`config.mk`:
```
export PLATFORM = sky130hd
export DESIGN_NAME = clkdiv_multi_flat
export DESIGN_NICKNAME = d
export VERILOG_FILES = /design/src/rtl/clkdiv_pkg.sv /design/src/rtl/clkdiv_multi_if.sv /design/src/rtl/clkdiv_channel.sv /design/src/rtl/clkdiv_multi.sv /design/src/flat_wrapper.sv
export SDC_FILE = /design/constraint.sdc
export NUM_CORES = 1
export LEC_CHECK = 0
export BUFFER_PORTS_ARGS = -buffer_cell sky130_fd_sc_hd__buf_2
export CAP_MARGIN = 20
export CORE_MARGIN = 1.5
export CORE_UTILIZATION = 35
export DETAILED_ROUTE_END_ITERATION = 16
export PLACE_DENSITY = 0.63
export SYNTH_ARGS = -nofsm -noshare
export SYNTH_HDL_FRONTEND = slang
export SYNTH_HIERARCHICAL = 1
export SYNTH_SLANG_ARGS = --single-unit
```
`constraint.sdc`:
```
create_clock -name clk_10mhz -period 5.3 [get_ports clk_10mhz]
set_input_delay 1.325 -clock clk_10mhz [delete_from_list [all_inputs] [get_ports clk_10mhz]]
set_output_delay 1.325 -clock clk_10mhz [all_outputs]
set_load 0.02 [all_outputs]
```
`src/rtl/clkdiv_pkg.sv`:
```
// clkdiv_pkg: shared defaults and types for the multi-channel clock divider.
package clkdiv_pkg;

    localparam int          CNT_W_DEF        = 24;
    localparam int unsigned DEFAULT_HALF_DEF = 32'd4194304;  // 2^22 -> ~1.19 Hz at 10 MHz
    localparam int          MAX_CH           = 16;

    typedef logic [CNT_W_DEF-1:0] half_t;

    localparam half_t DEFAULT_HALF_H = half_t'(DEFAULT_HALF_DEF);

endpackage

```
`src/rtl/clkdiv_multi_if.sv`:
```
// clkdiv_multi_if: control/status bundle for clkdiv_multi.
// master drives enables, sync and half-period writes; slave returns the waves.
interface clkdiv_multi_if #(
    parameter int NUM_CH = 4,
    parameter int CNT_W  = 24
);
    localparam int CH_W = (NUM_CH > 1) ? $clog2(NUM_CH) : 1;

    logic [NUM_CH-1:0] en;
    logic              sync;
    logic              wr_en;
    logic [CH_W-1:0]   wr_ch;
    logic [CNT_W-1:0]  wr_half;
    logic [NUM_CH-1:0] clk_out;
    logic [NUM_CH-1:0] tick;

    modport master (output en, sync, wr_en, wr_ch, wr_half, input clk_out, tick);
    modport slave  (input en, sync, wr_en, wr_ch, wr_half, output clk_out, tick);

endinterface

```
`src/rtl/clkdiv_channel.sv`:
```
// clkdiv_channel: one divider slice (half-period H, down-counter C, output Q).
// Optional tick flop is built only when CLKDIV_TICK_EN is defined.
module clkdiv_channel import clkdiv_pkg::*; #(
    parameter int               CNT_W    = CNT_W_DEF,
    parameter logic [CNT_W-1:0] RST_HALF = CNT_W'(DEFAULT_HALF_DEF)
) (
    input  logic             clk_i,
    input  logic             rst_i,
    input  logic             en_i,
    input  logic             restart_i,
    input  logic             load_i,
    input  logic [CNT_W-1:0] load_half_i,
    output logic             q_o,
    output logic             tick_o
);

    localparam logic [CNT_W-1:0] ONE = CNT_W'(1);

    logic [CNT_W-1:0] h_q, h_d, c_q, c_d, h_new;
    logic             q_q, q_d, tog;

    // Next-state: restart/load reload the counter, H==0 parks the channel,
    // otherwise count down while enabled and toggle on terminal count.
    always_comb begin
        h_new = load_i ? load_half_i : h_q;
        h_d   = h_new;
        c_d   = c_q;
        q_d   = q_q;
        tog   = 1'b0;
        if (restart_i || load_i) begin
            // H-1 is only formed for non-zero H; a zero H parks C at 0.
            c_d = (h_new == '0) ? '0 : h_new - ONE;
            if (restart_i || h_new == '0) q_d = 1'b0;
        end else if (h_q == '0) begin
            c_d = '0;
            q_d = 1'b0;
        end else if (en_i) begin
            if (c_q == '0) begin
                tog = 1'b1;
                q_d = ~q_q;
                c_d = h_q - ONE;
            end else begin
                c_d = c_q - ONE;
            end
        end
    end

    // State registers with synchronous reset to the default half-period.
    always_ff @(posedge clk_i) begin
        if (rst_i) begin
            h_q <= RST_HALF;
            c_q <= RST_HALF - ONE;
            q_q <= 1'b0;
        end else begin
            h_q <= h_d;
            c_q <= c_d;
            q_q <= q_d;
        end
    end

    assign q_o = q_q;

`ifdef CLKDIV_TICK_EN
    logic tick_q;

    // Tick is registered alongside Q so both change on the same edge.
    always_ff @(posedge clk_i) begin
        if (rst_i) tick_q <= 1'b0;
        else       tick_q <= tog;
    end

    assign tick_o = tick_q;
`else
    assign tick_o = 1'b0;
`endif

endmodule

```
`src/rtl/clkdiv_multi.sv`:
```
// clkdiv_multi: NUM_CH programmable square-wave dividers on clk_10mhz with a
// shared phase-align sync. Define CLKDIV_TICK_EN to build the per-edge tick.
module clkdiv_multi import clkdiv_pkg::*; #(
    parameter int          NUM_CH       = 4,
    parameter int          CNT_W        = CNT_W_DEF,
    parameter int unsigned DEFAULT_HALF = DEFAULT_HALF_DEF
) (
    input logic           clk_10mhz,
    input logic           rst,
    clkdiv_multi_if.slave bus
);

    localparam int               CH_W     = (NUM_CH > 1) ? $clog2(NUM_CH) : 1;
    localparam logic [CNT_W-1:0] RST_HALF = CNT_W'(DEFAULT_HALF);

    logic [NUM_CH-1:0] ld;
    logic [NUM_CH-1:0] clk_out_w;
    logic [NUM_CH-1:0] tick_w;

    // Write decode: indices at or beyond NUM_CH match no channel.
    always_comb begin
        ld = '0;
        for (int i = 0; i < NUM_CH; i++) begin
            ld[i] = bus.wr_en && (bus.wr_ch == CH_W'(i));
        end
    end

    for (genvar g = 0; g < NUM_CH; g++) begin : g_ch
        clkdiv_channel #(
            .CNT_W    (CNT_W),
            .RST_HALF (RST_HALF)
        ) u_ch (
            .clk_i       (clk_10mhz),
            .rst_i       (rst),
            .en_i        (bus.en[g]),
            .restart_i   (bus.sync),
            .load_i      (ld[g]),
            .load_half_i (bus.wr_half),
            .q_o         (clk_out_w[g]),
            .tick_o      (tick_w[g])
        );
    end

    assign bus.clk_out = clk_out_w;
    assign bus.tick    = tick_w;

endmodule

```
`src/flat_wrapper.sv`:
```
// flat-port wrapper written by rule: the top's interface ports become plain ports
module clkdiv_multi_flat import clkdiv_pkg::*;
#(
    parameter int          NUM_CH       = 4,
    parameter int          CNT_W        = CNT_W_DEF,
    parameter int unsigned DEFAULT_HALF = DEFAULT_HALF_DEF
)
  (clk_10mhz, rst, bus_en, bus_sync, bus_wr_en, bus_wr_ch, bus_wr_half, bus_clk_out, bus_tick);
  clkdiv_multi_if #(.NUM_CH(NUM_CH), .CNT_W(CNT_W)) bus_i ();
  input logic clk_10mhz;
  input logic rst;
  input wire logic [$bits(bus_i.en)-1:0] bus_en;
  input wire logic [$bits(bus_i.sync)-1:0] bus_sync;
  input wire logic [$bits(bus_i.wr_en)-1:0] bus_wr_en;
  input wire logic [$bits(bus_i.wr_ch)-1:0] bus_wr_ch;
  input wire logic [$bits(bus_i.wr_half)-1:0] bus_wr_half;
  output wire logic [$bits(bus_i.clk_out)-1:0] bus_clk_out;
  output wire logic [$bits(bus_i.tick)-1:0] bus_tick;
  assign bus_i.en = bus_en;
  assign bus_i.sync = bus_sync;
  assign bus_i.wr_en = bus_wr_en;
  assign bus_i.wr_ch = bus_wr_ch;
  assign bus_i.wr_half = bus_wr_half;
  assign bus_clk_out = bus_i.clk_out;
  assign bus_tick = bus_i.tick;
  clkdiv_multi #(.NUM_CH(NUM_CH), .CNT_W(CNT_W), .DEFAULT_HALF(DEFAULT_HALF)) u_core (.clk_10mhz(clk_10mhz), .rst(rst), .bus(bus_i));
endmodule
```
Yosys cells after proc, flatten, opt, wreduce, memory -nomap -nowiden
Cells that the tools add are included.

operators by class
  bitwise gates (word level) = 4
  muxes and demuxes = 44
  equality and inequality tests = 7
  reductions and logical operators = 37
  add/subtract/negate cells = 12

operators with widths
  cell                                                                     count
  24-bit two-way mux                                                       24
  24-bit logical NOT                                                       12
  24-bit by 1-bit subtractor with 24-bit output, second input constant     12
  3-bit nonzero test                                                       8
  1-bit two-way mux                                                        20
  3-bit AND reduction                                                      4
  1-bit logical OR                                                         8
  2-bit by 1-bit inequality test with 1-bit output, second input constant  4
  2-bit == test, second input constant                                     2
  1-bit logical AND                                                        4
  1-bit inverter                                                           4
  2-bit by 1-bit == test with 1-bit output, second input constant          1
  2-bit logical NOT                                                        1

storage, ports and cells
  bits of input ports = 34
  logic and storage cells = 116
  register bits = 196

Logic depth before layout (Yosys ltp)
  word-level depth = 7
  gate-level depth with buffers = 17

By module
The synthesis kept the hierarchy.

by module, submodules not included
  module                                     area each (um^2)  times used  cells an instance
  clkdiv_channel at u_core.g_ch[1].u_ch ...  3653.5            3           482
  clkdiv_channel at u_core.g_ch[0].u_ch      3757.4            1           489
  clkdiv_multi                               37.5              1           4

Worst setup path before layout
Ideal clock, no wire load.

  path type = in2reg
  from = input port bus_wr_ch[1]
  to = register u_core.g_ch[1].u_ch.c_q[16]
  path buffers = 7
  stages on the path = 17
  setup slack = 0.007 ns
  arrival = 5.162 ns
  cell sequence = and3b_1 > buf_2 > clkbuf_1 > buf_6 > buf_2 > buf_1 > clkbuf_1 > mux2i_1 > ha_1 > inv_1 > a211oi_1 > nand4_1 > o31ai_1 > mux2i_1 > clkbuf_1 > a221oi_1 > o21ai_0

on the way
  cells in the longest elaborated chain, start to end = 6
  elaborated cells between the ends (all ways) = 9
  classes of those cells = add/sub: 1; eq/ne: 1; mux: 3; reduce/logical: 4

RTL lines
  what                                                                                 line                  RTL
  start: declaration                                                                   flat_wrapper.sv:15    input wire logic [$bits(bus_i.wr_ch)-1:0] bus_wr_ch;
  2-bit by 1-bit == test with 1-bit output *                                           clkdiv_multi.sv:24    ld[i] = bus.wr_en && (bus.wr_ch == CH_W'(i));
  1-bit logical AND *                                                                  clkdiv_multi.sv:24
  24-bit two-way mux                                                                   clkdiv_channel.sv:25  h_new = load_i ? load_half_i : h_q;
  24-bit by 1-bit subtractor with 24-bit output or 24-bit logical NOT (tied branches)  clkdiv_channel.sv:32  c_d = (h_new == '0) ? '0 : h_new - ONE;
  24-bit two-way mux                                                                   clkdiv_channel.sv:32
  24-bit two-way mux                                                                   clkdiv_channel.sv:30  if (restart_i || load_i) begin
  end signal: assignment                                                               clkdiv_channel.sv:52  c_q <= RST_HALF - ONE;
  end: declaration                                                                     clkdiv_channel.sv:19  logic [CNT_W-1:0] h_q, h_d, c_q, c_d, h_new;

Mark *: on every way between the ends. The rest lies on a longest branch, timed or not.
A chain may end at the register's enable or synchronous reset.

Final worst setup path
  from = input port bus_wr_ch[0]
  to = register u_core.g_ch[2].u_ch.c_q[3]

on the way
  cells in the longest elaborated chain, start to end = 6
  elaborated cells between the ends (all ways) = 9
  classes of those cells = add/sub: 1; eq/ne: 1; mux: 3; reduce/logical: 4

RTL lines
  what                                                                                 line                  RTL
  2-bit == test *                                                                      clkdiv_multi.sv:24
  1-bit logical AND *                                                                  clkdiv_multi.sv:24
  net u_core.ld[2]                                                                     clkdiv_multi.sv:16    logic [NUM_CH-1:0] ld;
  24-bit two-way mux                                                                   clkdiv_channel.sv:25
  24-bit by 1-bit subtractor with 24-bit output or 24-bit logical NOT (tied branches)  clkdiv_channel.sv:32
  24-bit two-way mux                                                                   clkdiv_channel.sv:32
  24-bit two-way mux                                                                   clkdiv_channel.sv:30
  end signal: assignment                                                               clkdiv_channel.sv:52
  end: declaration                                                                     clkdiv_channel.sv:19

Mark *: on every way through the listed nets, which the timed path passes. The rest lies on a longest branch.

==> impl_metrics.ini <==
[place]
placed_cells = 2434
gp_congestion = 0.956
hpwl_um = 34900
io_buffer_count = 37

[critical_path]
max_stage_delay_ns = 0.60
critPathMaxFanout = 24
r2r_start = u_core/g_ch[2].u_ch/c_q[15]
critPathCapture = u_core/g_ch[2].u_ch/c_q[3]
critical_path.top_delay_family = compound AO/OA/AOI/OAI gates
startpoint = bus_wr_ch[0]
worstSetupPathType = input pin to register
reg2reg_slack_ns = 1.96
endpoint_kind = register
slowest_stage = and3b_2
ff2ff_path_depth = 8
cp-start-kind = input pin
crit_arrival_ns = 4.81
path_depth = 12
crit_buf_inv = 3
r2r-end = u_core/g_ch[2].u_ch/c_q[22]
crit_chain = buf_2 > and3b_2 > mux2i_1 > ha_1 > inv_1 > a211oi_1 > nand4_1 > o31ai_1 > mux2i_2 > buf_4 > a221oi_1 > o21bai_1
cp.required_ns = 5.65

[yosys]
synth_cell_types = 95
syn-cell-area_sq_um = 14800
async_flop_share = 0
syn-num-nets = 1977
synth_warnings = 6
synthFlopType = dfxtp_1
synth-edff-count = 0
synth_seq_cells = 196
yosysSeqAreaShare = 0.266
netlist_instances = 1939
syn_area_per_cell_sq_um = 7.61

[global_route]
groute.layer.met3.usage = 0.0311
grt_pass1_wl_um = 78600
grt_max_degree = 113
grt_overflow = 0
grt_usage = 0.223
use_met1 = 0.299
grt_busiest_layer = met2
antenna_found_initial = 2
first_global_vias = 14300
use_met2 = 0.361

[floorplan]
start_util = 0.353
dieArea_sq_um = 43400
core_area_sq_um = 41800
ios = 42
die_w_um = 208
row_count = 75
die_height_um = 208

[sta]
tightestPinTransition_ns = 0.967
setup_viol = 0
rsz0062_at_grt = false
finClkSkew_ns = 0.0143
finalSetupTns_ns = 0
fmax_mhz = 224
hold_violations = 0
finalCritPeriodShare = 0.841
slew_headroom = 0.343
period_minus_slack_ns = 4.46
finalMaxSlewViolations = 0

[cts]
clockBufferDepth = 2
hold_buffers = 0
insertion_delay_ns = 0.46
clock-sinks = 196
cts_tree = yes
cts_inserted_buffers = 17
cts_resized = 0
cts_setup_buffers = 0
cts-root-buf = clkbuf_16
cts.clk_slew.worst_paths_ns = 0.08
cts-htree-levels = 4

[routing]
route.detailed.drc = 0
wl_um = 50000
dr.first_iter.drc_count = 1925
ant_nets = 0
via_per_inst = 6.26
routedWlPerCell_um = 20.2
vias = 15500
dr.pass1.iters = 8

[cells_and_area]
instances_no_fill = 2468
drive_gt1_frac = 0.110
areaGrowthSynthToFinish_pct = 8.17
nets = 1953

[pwr]
leakagePower_nw = 5.54
switchingPower_w = 0.00146
peakVddDrop_mv = 0.212
seqPwrFrac = 0.425
p_per_area_nw_per_um2 = 259
p_sw_frac = 0.354
p_comb_frac = 0.251
p_int_w = 0.00267
p_total_w = 0.00414
p_clk_frac = 0.323

[status]
status = completed

[min_path]
hold_start = u_core/g_ch[0].u_ch/q_o
holdCritPathClass = register to register

[run]
max-cap-violations = 0
==> Yosys cell counts, drive strengths merged, types with 40 or more instances <==
cell type / count / share of area
xor2: 40 / 0.024
o21ai: 98 / 0.033
a21oi: 181 / 0.061
nor2: 309 / 0.079
mux2i: 110 / 0.075
nand2: 128 / 0.033
clkbuf: 68 / 0.017
dfxtp: 196 / 0.27
xnor2: 84 / 0.050
or3: 42 / 0.019
buf: 43 / 0.018
nor3: 85 / 0.033
==> cells by family after synthesis <==
family | Yosys count | share of synthesized area
simple gates | 793 | 0.278
compound gates | 568 | 0.255
flops | 196 | 0.266
buf+inv | 130 | 0.0405
xor+xnor | 124 | 0.0736
mux | 120 | 0.0825
fa+ha+maj | 4 | 0.00339
other cells | 4 | 0.00102
==> layout by cell type, fill, tap and decap left out, drive strengths merged, types with 11 or more instances in the layout <==
master | synthesis | final
o31a | 11 | 11
or3 | 42 | 42
buf | 43 | 68
o21ai | 98 | 98
nor3 | 85 | 85
a22oi | 11 | 11
xnor2 | 84 | 84
nand4 | 32 | 32
o31ai | 22 | 22
a2111oi | 11 | 11
or3b | 11 | 11
and3 | 23 | 23
a31oi | 39 | 39
a211o | 17 | 17
dfxtp | 196 | 196
or2 | 12 | 12
a21oi | 181 | 181
nor3b | 17 | 17
a211oi | 31 | 31
nor4 | 34 | 34
clkbuf | 68 | 18
o21bai | 26 | 26
inv | 19 | 26
nand3 | 21 | 21
nor2 | 309 | 309
nand2 | 128 | 128
mux2i | 110 | 110
or4 | 20 | 20
xor2 | 40 | 40
==> worst reg2reg max path: stages (launching register included) <==
cell and delay, ns:
dfxtp_1 0.41, nor4_2 0.40, and4_1 0.50, nand4b_2 0.16
a2111o_1 0.47, nor4_2 0.64, nor4b_2 0.40, o31ai_1 0.13
a21oi_1 0.15
==> worst min-delay path by stage <==
stage          slack (ns)                    endpoint  cells past startpoint
5_1_grt              0.53     u_core/g_ch[0].u_ch/q_o                      2
4_1_cts              0.50     u_core/g_ch[3].u_ch/q_o                      2
2_1_floorplan        0.49  u_core/g_ch[1].u_ch/c_q[2]                      2
3_3_place_gp         0.47     u_core/g_ch[2].u_ch/q_o                      2
6_report             0.50     u_core/g_ch[0].u_ch/q_o                      2
3_5_place_dp         0.48     u_core/g_ch[2].u_ch/q_o                      2
==> stage by stage <==
step / cell area (sq um) / setup WS [ns] / util / hold WS (ns)
final: 16000 / 0.841 / 0.382 / 0.503
after global routing: 16000 / 0.597 / 0.382 / 0.533
after CTS: 15900 / 0.935 / 0.382 / 0.500
after detailed placement: 15400 / 0.497 / 0.368 / 0.483
after global placement: 15400 / 0.596 / 0.368 / 0.474
after floorplan: 14800 / 0.00701 / - / 0.485
==> per-layer routing <==
metal  vias up  wire [um]
met5         -         12
met4         2       1630
met3       119       3640
met2       745      22800
met1      7419      21800
li1       7170          -
==> power by group through the flow <==
stage	Combinational, W	Clock (W)	Sequential [W]
CTS	0.00102	0.00136	0.00175
floorplan	0.000752	0	0.00172
global route	0.00113	0.00142	0.00177
finish	0.00104	0.00134	0.00176
detailed placement	0.00102	0	0.00178
global placement	0.000998	0	0.00178
==> registers in the layout (all words and copies together), names as in the netlist <==
signal	cells
u_core/g_ch.u_ch/h_q	96
u_core/g_ch.u_ch/c_q	96
u_core/g_ch.u_ch/q_o	4
==> layout make-up <==
type	instances	area (sq um)
clock inverters	14	140
repair buffers	68	440
well taps	539	674
diodes	1	2.50
clock buffers	18	439
inverters	19	71.3
fillers	4318	25800
flip-flops and latches	196	3920
multi-input cells	1613	10300
Power figures use the tool's default switching activity.
